### src/rtl/board_pkg.sv
// Shared board definitions: register-bank port widths and debounce FSM encoding.
package board_pkg;

    localparam int unsigned BIT_ADDR_DEF = 2;
    localparam int unsigned BIT_DATO_DEF = 4;

    typedef enum logic [1:0] {
        IDLE         = 2'd0,
        PRESS_WAIT   = 2'd1,
        PRESSED      = 2'd2,
        RELEASE_WAIT = 2'd3
    } deb_state_e;

endpackage

### src/rtl/button_write_strobe_if.sv
// Button/switch inputs and register-bank write port of the input conditioner.
interface button_write_strobe_if #(
    parameter int unsigned BIT_ADDR = 2,
    parameter int unsigned BIT_DATO = 4
) ();

    logic                         btn_raw;
    logic [BIT_ADDR+BIT_DATO-1:0] sw_raw;
    logic                         RegWrite;
    logic [BIT_ADDR-1:0]          addrW;
    logic [BIT_DATO-1:0]          datW;
    logic                         btn_level;

    // Board side: drives the raw inputs, observes the write port
    modport master (
        output btn_raw, sw_raw,
        input  RegWrite, addrW, datW, btn_level
    );

    // Conditioner side
    modport slave (
        input  btn_raw, sw_raw,
        output RegWrite, addrW, datW, btn_level
    );

endinterface

### src/rtl/debounce_filter.sv
// Synchronise, polarity-normalise and debounce one push-button.
// level: debounced press level; rise_c: one-cycle pulse on the cycle a press is accepted.
module debounce_filter
    import board_pkg::*;
#(
    parameter int unsigned DEB_CYCLES  = 1000000,
    parameter bit          BTN_ACT_LOW = 1'b1
) (
    input  logic clk,
    input  logic rst,
    input  logic btn_raw,
    output logic level,
    output logic rise_c
);

    localparam int unsigned     CNT_W    = (DEB_CYCLES > 1) ? $clog2(DEB_CYCLES) : 1;
    localparam logic [CNT_W-1:0] CNT_MAX = CNT_W'(DEB_CYCLES - 1);
    localparam logic            REL_LVL  = BTN_ACT_LOW;

    logic [1:0]       sync_q, sync_d;
    logic [CNT_W-1:0] cnt_q, cnt_d;
    deb_state_e       state_q, state_d;
    logic             level_q, level_d;
    logic             pressed_c;

    assign pressed_c = sync_q[1] ^ BTN_ACT_LOW;
    assign level     = level_q;

    // Next-state, counter and strobe decode
    always_comb begin
        sync_d  = {sync_q[0], btn_raw};
        state_d = state_q;
        cnt_d   = cnt_q;
        rise_c  = 1'b0;
        unique case (state_q)
            IDLE: begin
                if (pressed_c) begin
                    state_d = PRESS_WAIT;
                    cnt_d   = '0;
                end
            end
            PRESS_WAIT: begin
                if (!pressed_c) begin
                    state_d = IDLE;
                end else if (cnt_q == CNT_MAX) begin
                    state_d = PRESSED;
                    rise_c  = 1'b1;
                end else begin
                    cnt_d = cnt_q + CNT_W'(1);
                end
            end
            PRESSED: begin
                if (!pressed_c) begin
                    state_d = RELEASE_WAIT;
                    cnt_d   = '0;
                end
            end
            RELEASE_WAIT: begin
                if (pressed_c) begin
                    state_d = PRESSED;
                end else if (cnt_q == CNT_MAX) begin
                    state_d = IDLE;
                end else begin
                    cnt_d = cnt_q + CNT_W'(1);
                end
            end
            default: state_d = IDLE;
        endcase
        level_d = (state_d == PRESSED) || (state_d == RELEASE_WAIT);
    end

    // State, counter and synchroniser registers; synchroniser clears to released level
    always_ff @(posedge clk or negedge rst) begin
        if (!rst) begin
            sync_q  <= {2{REL_LVL}};
            cnt_q   <= '0;
            state_q <= IDLE;
            level_q <= 1'b0;
        end else begin
            sync_q  <= sync_d;
            cnt_q   <= cnt_d;
            state_q <= state_d;
            level_q <= level_d;
        end
    end

endmodule

### src/rtl/button_write_strobe.sv
// Write-button conditioner for the 4x4 register bank: one strobe per press,
// address/data switches captured on the strobe edge and held until the next one.
module button_write_strobe
    import board_pkg::*;
#(
    parameter int unsigned BIT_ADDR    = BIT_ADDR_DEF,
    parameter int unsigned BIT_DATO    = BIT_DATO_DEF,
    parameter int unsigned DEB_CYCLES  = 1000000,
    parameter bit          BTN_ACT_LOW = 1'b1
) (
    input  logic                  clk,
    input  logic                  rst,
    button_write_strobe_if.slave  bus
);

    localparam int unsigned SW_W = BIT_ADDR + BIT_DATO;

    logic [SW_W-1:0]     sw_meta_q, sw_meta_d;
    logic [SW_W-1:0]     sw_sync_q, sw_sync_d;
    logic                reg_write_q, reg_write_d;
    logic [BIT_ADDR-1:0] addr_q, addr_d;
    logic [BIT_DATO-1:0] dat_q, dat_d;
    logic                btn_level;
    logic                strobe_c;

    debounce_filter #(
        .DEB_CYCLES  (DEB_CYCLES),
        .BTN_ACT_LOW (BTN_ACT_LOW)
    ) u_btn_filter (
        .clk     (clk),
        .rst     (rst),
        .btn_raw (bus.btn_raw),
        .level   (btn_level),
        .rise_c  (strobe_c)
    );

    assign bus.RegWrite  = reg_write_q;
    assign bus.addrW     = addr_q;
    assign bus.datW      = dat_q;
    assign bus.btn_level = btn_level;

    // Switch synchroniser and capture on the accepted-press cycle
    always_comb begin
        sw_meta_d   = bus.sw_raw;
        sw_sync_d   = sw_meta_q;
        reg_write_d = strobe_c;
        addr_d      = addr_q;
        dat_d       = dat_q;
        if (strobe_c) begin
            addr_d = sw_sync_q[BIT_ADDR-1:0];
            dat_d  = sw_sync_q[SW_W-1:BIT_ADDR];
        end
    end

    // Output and synchroniser registers
    always_ff @(posedge clk or negedge rst) begin
        if (!rst) begin
            sw_meta_q   <= '0;
            sw_sync_q   <= '0;
            reg_write_q <= 1'b0;
            addr_q      <= '0;
            dat_q       <= '0;
        end else begin
            sw_meta_q   <= sw_meta_d;
            sw_sync_q   <= sw_sync_d;
            reg_write_q <= reg_write_d;
            addr_q      <= addr_d;
            dat_q       <= dat_d;
        end
    end

endmodule
### src/flat_wrapper.sv
// flat-port wrapper written by rule: the top's interface ports become plain ports
module button_write_strobe_flat import board_pkg::*;
#(
    parameter int unsigned BIT_ADDR    = BIT_ADDR_DEF,
    parameter int unsigned BIT_DATO    = BIT_DATO_DEF,
    parameter int unsigned DEB_CYCLES  = 1000000,
    parameter bit          BTN_ACT_LOW = 1'b1
)
  (clk, rst, bus_btn_raw, bus_sw_raw, bus_RegWrite, bus_addrW, bus_datW, bus_btn_level);
  button_write_strobe_if #(.BIT_ADDR(BIT_ADDR), .BIT_DATO(BIT_DATO)) bus_i ();
  input  logic clk;
  input  logic rst;
  input wire logic [$bits(bus_i.btn_raw)-1:0] bus_btn_raw;
  input wire logic [$bits(bus_i.sw_raw)-1:0] bus_sw_raw;
  output wire logic [$bits(bus_i.RegWrite)-1:0] bus_RegWrite;
  output wire logic [$bits(bus_i.addrW)-1:0] bus_addrW;
  output wire logic [$bits(bus_i.datW)-1:0] bus_datW;
  output wire logic [$bits(bus_i.btn_level)-1:0] bus_btn_level;
  assign bus_i.btn_raw = bus_btn_raw;
  assign bus_i.sw_raw = bus_sw_raw;
  assign bus_RegWrite = bus_i.RegWrite;
  assign bus_addrW = bus_i.addrW;
  assign bus_datW = bus_i.datW;
  assign bus_btn_level = bus_i.btn_level;
  button_write_strobe #(.BIT_ADDR(BIT_ADDR), .BIT_DATO(BIT_DATO), .DEB_CYCLES(DEB_CYCLES), .BTN_ACT_LOW(BTN_ACT_LOW)) u_core (.clk(clk), .rst(rst), .bus(bus_i));
endmodule
### config.mk
export PLATFORM = sky130hd
export DESIGN_NAME = button_write_strobe_flat
export DESIGN_NICKNAME = d
export VERILOG_FILES = /design/src/rtl/board_pkg.sv /design/src/rtl/button_write_strobe_if.sv /design/src/rtl/debounce_filter.sv /design/src/rtl/button_write_strobe.sv /design/src/flat_wrapper.sv
export SDC_FILE = /design/constraint.sdc
export NUM_CORES = 1
export LEC_CHECK = 0
export ABC_AREA = 1
export CORE_UTILIZATION = 40
export CTS_CLUSTER_DIAMETER = 120
export DETAILED_ROUTE_END_ITERATION = 12
export PLACE_DENSITY = 0.64
export SYNTH_ARGS = -nofsm -noshare
export SYNTH_HDL_FRONTEND = slang
export SYNTH_SLANG_ARGS = --single-unit
### constraint.sdc
create_clock -name clk -period 1.8 [get_ports clk]
set_clock_uncertainty 0.15 [all_clocks]
set_input_delay 0.36 -clock clk [delete_from_list [all_inputs] [get_ports clk]]
set_output_delay 0.36 -clock clk [all_outputs]
set_load 0.01 [all_outputs]
-- After elaboration in Yosys (flattened, before gate mapping)
Index checks and enable logic that the tools add are counted.
- flip-flop bits (word level): 44
- input bits: 9
- output and inout bits: 8
- add/sub/neg operators: 1
- eq/ne operators: 10
- mux-type cells: 16
- reduce and logical (&&, ||, !) cells: 3
- operator list (cell ; number):
    $mux 20 ; 5
    $pmux 20 s4 ; 1
    $add 20x1->20 const B ; 1
    $eq 20x20->1 const B ; 1
    $mux 2 ; 6
    $eq 2x2->1 const B ; 4
    $ne 2x2->1 const B ; 4
    $pmux 2 s4 ; 1
    $reduce_and 4->1 ; 1
    $mux 1 ; 3
    $eq 2x1->1 const B ; 1
    $logic_not 2->1 ; 1
    $logic_or 1x1->1 ; 1

-- Depth between registers and ports, before layout
- depth in word-level cells: 6
- depth in mapped cells: 10
- mapped depth without buffers: 9

-- By module
From an unflattened synthesis, not the netlist that was laid out.
- cell total of the unflattened synthesis: 256
- area, all modules: 2109.5 um^2
- by module, submodules not included (module ; instances ; cells an instance ; area each (um^2) ; seq. area each (um^2)):
    debounce_filter ; 1 ; 218 ; 1562.7 ; 628.1
    button_write_strobe ; 1 ; 38 ; 546.8 ; 475.5

-- Least setup slack after synthesis
OpenSTA, ideal clock, no wires.
- path kind: reg2reg
- start: register u_core.u_btn_filter.cnt_q[0]
- end: register u_core.addr_q[0], in the netlist u_core.bus.addrW[0]
- library setup time: 0.126 ns
- arrival: 1.428 ns
- data required time: 1.524 ns
- path slack: 0.096 ns
- stages on the path, launching flop included: 8
- path buffers: 1
- period minus slack after synthesis: 1.704 ns
- path through: dfrtp_1 -> ha_1 -> nand3_2 -> nor2_4 -> nand3_2 -> nor3_4 -> buf_6 -> o21ai_0
- cells in the longest elaborated chain, start to end: 4
- RTL lines (what ; line ; RTL):
    start: declaration ; debounce_filter.sv:21 ; logic [CNT_W-1:0] cnt_q, cnt_d;
    start signal: assignment ; debounce_filter.sv:81 ; cnt_q <= cnt_d;
    $eq 20x20->1 ; debounce_filter.sv:45 ; end else if (cnt_q == CNT_MAX) begin
    $mux 1 ; debounce_filter.sv:45 ;
    $mux 1 ; debounce_filter.sv:43 ; if (!pressed_c) begin
    $mux 1 ; debounce_filter.sv:35 ; unique case (state_q)
    via u_core.reg_write_d ; button_write_strobe.sv:20 ; logic reg_write_q, reg_write_d;
    end signal: assignment ; button_write_strobe.sv:67 ; addr_q <= addr_d;
    end: declaration ; button_write_strobe.sv:21 ; logic [BIT_ADDR-1:0] addr_q, addr_d;
The timed path passes the listed nets, and every way through them passes these cells.
A chain may end at the register's enable or synchronous reset.

-- Worst setup path after layout
- start: register u_core.u_btn_filter.cnt_q[10]
- end: register u_core.dat_q[0], in the netlist u_core.bus.datW[0]
- cells in the longest elaborated chain, start to end: 4
- RTL lines (what ; line ; RTL):
    $eq 20x20->1 ; debounce_filter.sv:45 ;
    $mux 1 ; debounce_filter.sv:45 ;
    $mux 1 ; debounce_filter.sv:43 ;
    $mux 1 ; debounce_filter.sv:35 ;
    end signal: assignment ; button_write_strobe.sv:68 ; dat_q <= dat_d;
    end: declaration ; button_write_strobe.sv:22 ; logic [BIT_DATO-1:0] dat_q, dat_d;
No other way between the ends.

==> key figures <==
Timing
  – Final hold vios: 0
  – Setup-failing EPs final: 0
  – Final min period: 1730 ps
  – Fmax achieved: 579 MHz
  – Slew HR: 0.734
  – Final period utilization: 0.959
  – Sum Neg Setup Slack: 0 ps
  – Final WS setup: 73.3 ps
  – Worst-Margin Slew: 399 ps
  – Final Max Slew Viols: 0

Finish
  – Fill count: 508
  – Final Non-Filler Cells: 369
  – Layout cells sized above 1: 0.171
  – Final net count: 309
  – N_diodes: 0
  – Multi-input gate area: 998 µm²
  – Synth-to-layout area growth: 17.3%
  – Reg area: 1110 µm²

Global routing
  – GRT overflow: 0
  – Initial antenna violation count: 0
  – Global-route wire length before repair: 7.63 mm
  – Vias in the first global route: 1619
  – Largest net degree at the start of global routing: 29
  – GRT Util Overall: 0.167

Die
  – Die ar.: 5910 µm²
  – Die H: 76.9 µm
  – Row count: 26
  – Starting density of the core: 0.428
  – Core Area: 5240 µm²
  – I/O Pins: 17
  – Die Wd: 76.9 µm

Placement
  – PortBufs: 16
  – Routability-driven placement congestion ratio: 0.958
  – Placed insts: 360
  – Hpwl dp: 3.19 mm
  – Pre-CTS setup slack: 83.0 ps

Setup path
  – Slowest stage delay, CP: 450 ps
  – Setup crit start kind: flop
  – Data arrival, critical path: 1800 ps
  – Crit. End Element: flop
  – Slowest-stage cell, CP: dfrtp_1
  – Worst Path Buf+Inv: 1
  – WP data required: 1880 ps
  – Setup Crit Path Kind: reg -> reg
  – Critical Path Fanout Max: 7
  – CP Cell Sequence: nor2_1, nand2_1, nor2_2, nand3_4, nor3_4, buf_6, nand2_2, o21ai_2
  – CP Depth: 8
  – CP top delay family: simple AND/OR/NAND/NOR gates
  – R2R cell count: 8

Power and ir drop
  – Lkg Pwr: 1.11 nW
  – Maximum vdd drop: 384 µV
  – Power Dens Cells: 657 nW/µm²

Drt
  – Final ANT Viol Nets: 0
  – Vias: 1785
  – Met1 WL: 2.01 mm
  – Initial drt markers: 131
  – Met2 WL: 1.97 mm
  – Final WL: 4.32 mm
  – Uppermost layer routed: met4
  – Drc violations: 0
  – Via density per instance: 4.84
  – 1st-pass router iterations: 4
  – Avg WL per Cell: 11.7 µm
  – Met3 wire len: 222 µm

Worst hold path
  – Worst Hold Path Cells: 0
  – Min-delay worst type: reg -> reg

Clock network
  – CTS tree: built
  – Clk Latency, worst-skew pair: 300 ps
  – Total CTS buffers: 5
  – H-tree levels: 2
  – Clock Sinks: 44
  – Worst-path clk slew: 90 ps
  – Bufs on Longest Clock Path: 2
  – Clock Tree Root: clkbuf_8

Synthesis
  – Area share of the largest cell type after synthesis: 0.468
  – Post-Syn Area: 2240 µm²
  – Yosys warns: 0
  – Mean post-synth cell area: 8.19 µm²
  – Post-Syn Nets: 284
  – Synth cell types: 27
  – Mapped Cells: 274
  – Sequential area share after synthesis: 0.492
  – Synth Register Bits: 44
  – Ranking of synthesized cells by area: dfrtp_1, nand2_1, nor2_1, nand3_1, inv_1
  – Leading area contributor after synthesis: dfrtp_1

Run status
  – Status: finished clean

Run
  – Max-cap violation count: 0
-- where the power goes --
group          switching (mW)  internal, mW  leakage [nW]
registers              0.0145          1.01         0.572
clock network           0.334         0.263        0.0400
logic                  0.0627        0.0404         0.496
-- synth_stat cells --
library cell   n
nand2_1       79
dfrtp_1       42
nor2_1        35
inv_1         29
nand3_1       23
o21ai_2       11
o21ai_0        8
nand4_1        7
o21ai_1        6
nor2_4         4
nand2_2        3
nand3_2        3
or2_2          3
xor2_1         3
and2_1         2
buf_6          2
dfstp_2        2
nand3b_1       2
o21bai_1       2
a21oi_1        1
buf_1          1
buf_2          1
buf_4          1
buf_8          1
clkinv_4       1
ha_1           1
nor3_4         1
-- final cells by class --
| type | instances | area share |
|---|---|---|
| well taps | 70 | 0.0333 |
| clock inverters | 2 | 0.00476 |
| inverters | 30 | 0.0456 |
| repair buffers | 24 | 0.0903 |
| flip-flops and latches | 44 | 0.420 |
| multi-input cells | 194 | 0.379 |
| clock buffers | 5 | 0.0262 |
-- state kept, by name, indices dropped and copies added (netlist names) --
register	count
u_core.u_btn_filter.level	1
u_core.u_btn_filter.state_q	2
u_core.sw_sync_q	6
u_core.u_btn_filter.sync_q	2
u_core.bus.datW	4
u_core.bus.RegWrite	1
u_core.u_btn_filter.cnt_q	20
u_core.bus.addrW	2
u_core.sw_meta_q	6
-- kinds of logic after synthesis --
family,Yosys count,share of synthesized area
buffers and inverters,36,0.0764
AOI/OAI and AO/OA,28,0.0831
and+or+nand+nor,162,0.331
xor gates and xnor gates,3,0.0117
adders and majority gates,1,0.00558
DFF,44,0.492
-- metrics by stage --
| stage | total power [mW] | instance area, µm² | util | hold WS [ps] |
|---|---|---|---|---|
| after floorplan | 1.10 | 2240 | - | -85.6 |
| after global routing | 1.82 | 2630 | 0.502 | 206 |
| final | 1.73 | 2630 | 0.502 | 202 |
| after detailed placement | 1.15 | 2490 | 0.475 | 161 |
| after global placement | 1.14 | 2490 | 0.475 | 165 |
| after CTS | 1.75 | 2580 | 0.493 | 204 |
-- cells in the final DEF, fill, tap and decap left out, types with 2 or more instances in the layout --
cell	synthesis	layout
nand3b_1	2	2
buf_6	2	2
nand2_1	79	79
and2_1	2	2
o21ai_2	11	11
nor2_1	35	30
xor2_1	3	3
clkbuf_8	0	5
o21ai_1	6	6
nor2_4	4	4
o21bai_1	2	2
dfrtp_2	0	2
nand3_4	0	2
nand4_1	7	7
o21ai_0	8	8
or2_2	3	3
dfrtp_1	42	40
nor2_2	0	5
nand2_2	3	3
clkdlybuf4s50_1	0	15
buf_4	1	4
nand3_1	23	23
dfstp_2	2	2
inv_1	29	29
-- per-layer routing --
metal  GRT usage  vias to the layer above
met1       0.228                      819
met5           0                        -
li1            -                      919
met2       0.254                       36
met3      0.0393                       11
met4      0.0673                        0
-- final timing paths --
path | to | from | slack (ps)
setup / recovery | u_core.bus.datW[0]$_DFFE_PN0P_ | u_core.u_btn_filter.cnt_q[10]$_DFFE_PN0P_ | 70
hold / removal | u_core.sw_sync_q[3]$_DFF_PN0_ | u_core.sw_meta_q[3]$_DFF_PN0_ | 200
setup reg to reg | u_core.bus.datW[0]$_DFFE_PN0P_ | u_core.u_btn_filter.cnt_q[10]$_DFFE_PN0P_ | 70
hold reg to reg | u_core.sw_sync_q[3]$_DFF_PN0_ | u_core.sw_meta_q[3]$_DFF_PN0_ | 200
max in group asynchronous | u_core.u_btn_filter.sync_q[1]$_DFF_PN1_ | rst | 590
min in group asynchronous | u_core.u_btn_filter.cnt_q[11]$_DFFE_PN0P_ | rst | 360
-- what timing repair did --
item                                    in CTS  in global routing
endpoints found under the setup margin       0                 23
resized for setup                            0                 13
hold buffers                                 1                  0
buffers inserted                             0                  1
hold endpoints to repair                    16                  0
Note: power is estimated with default switching activity, not from simulation.
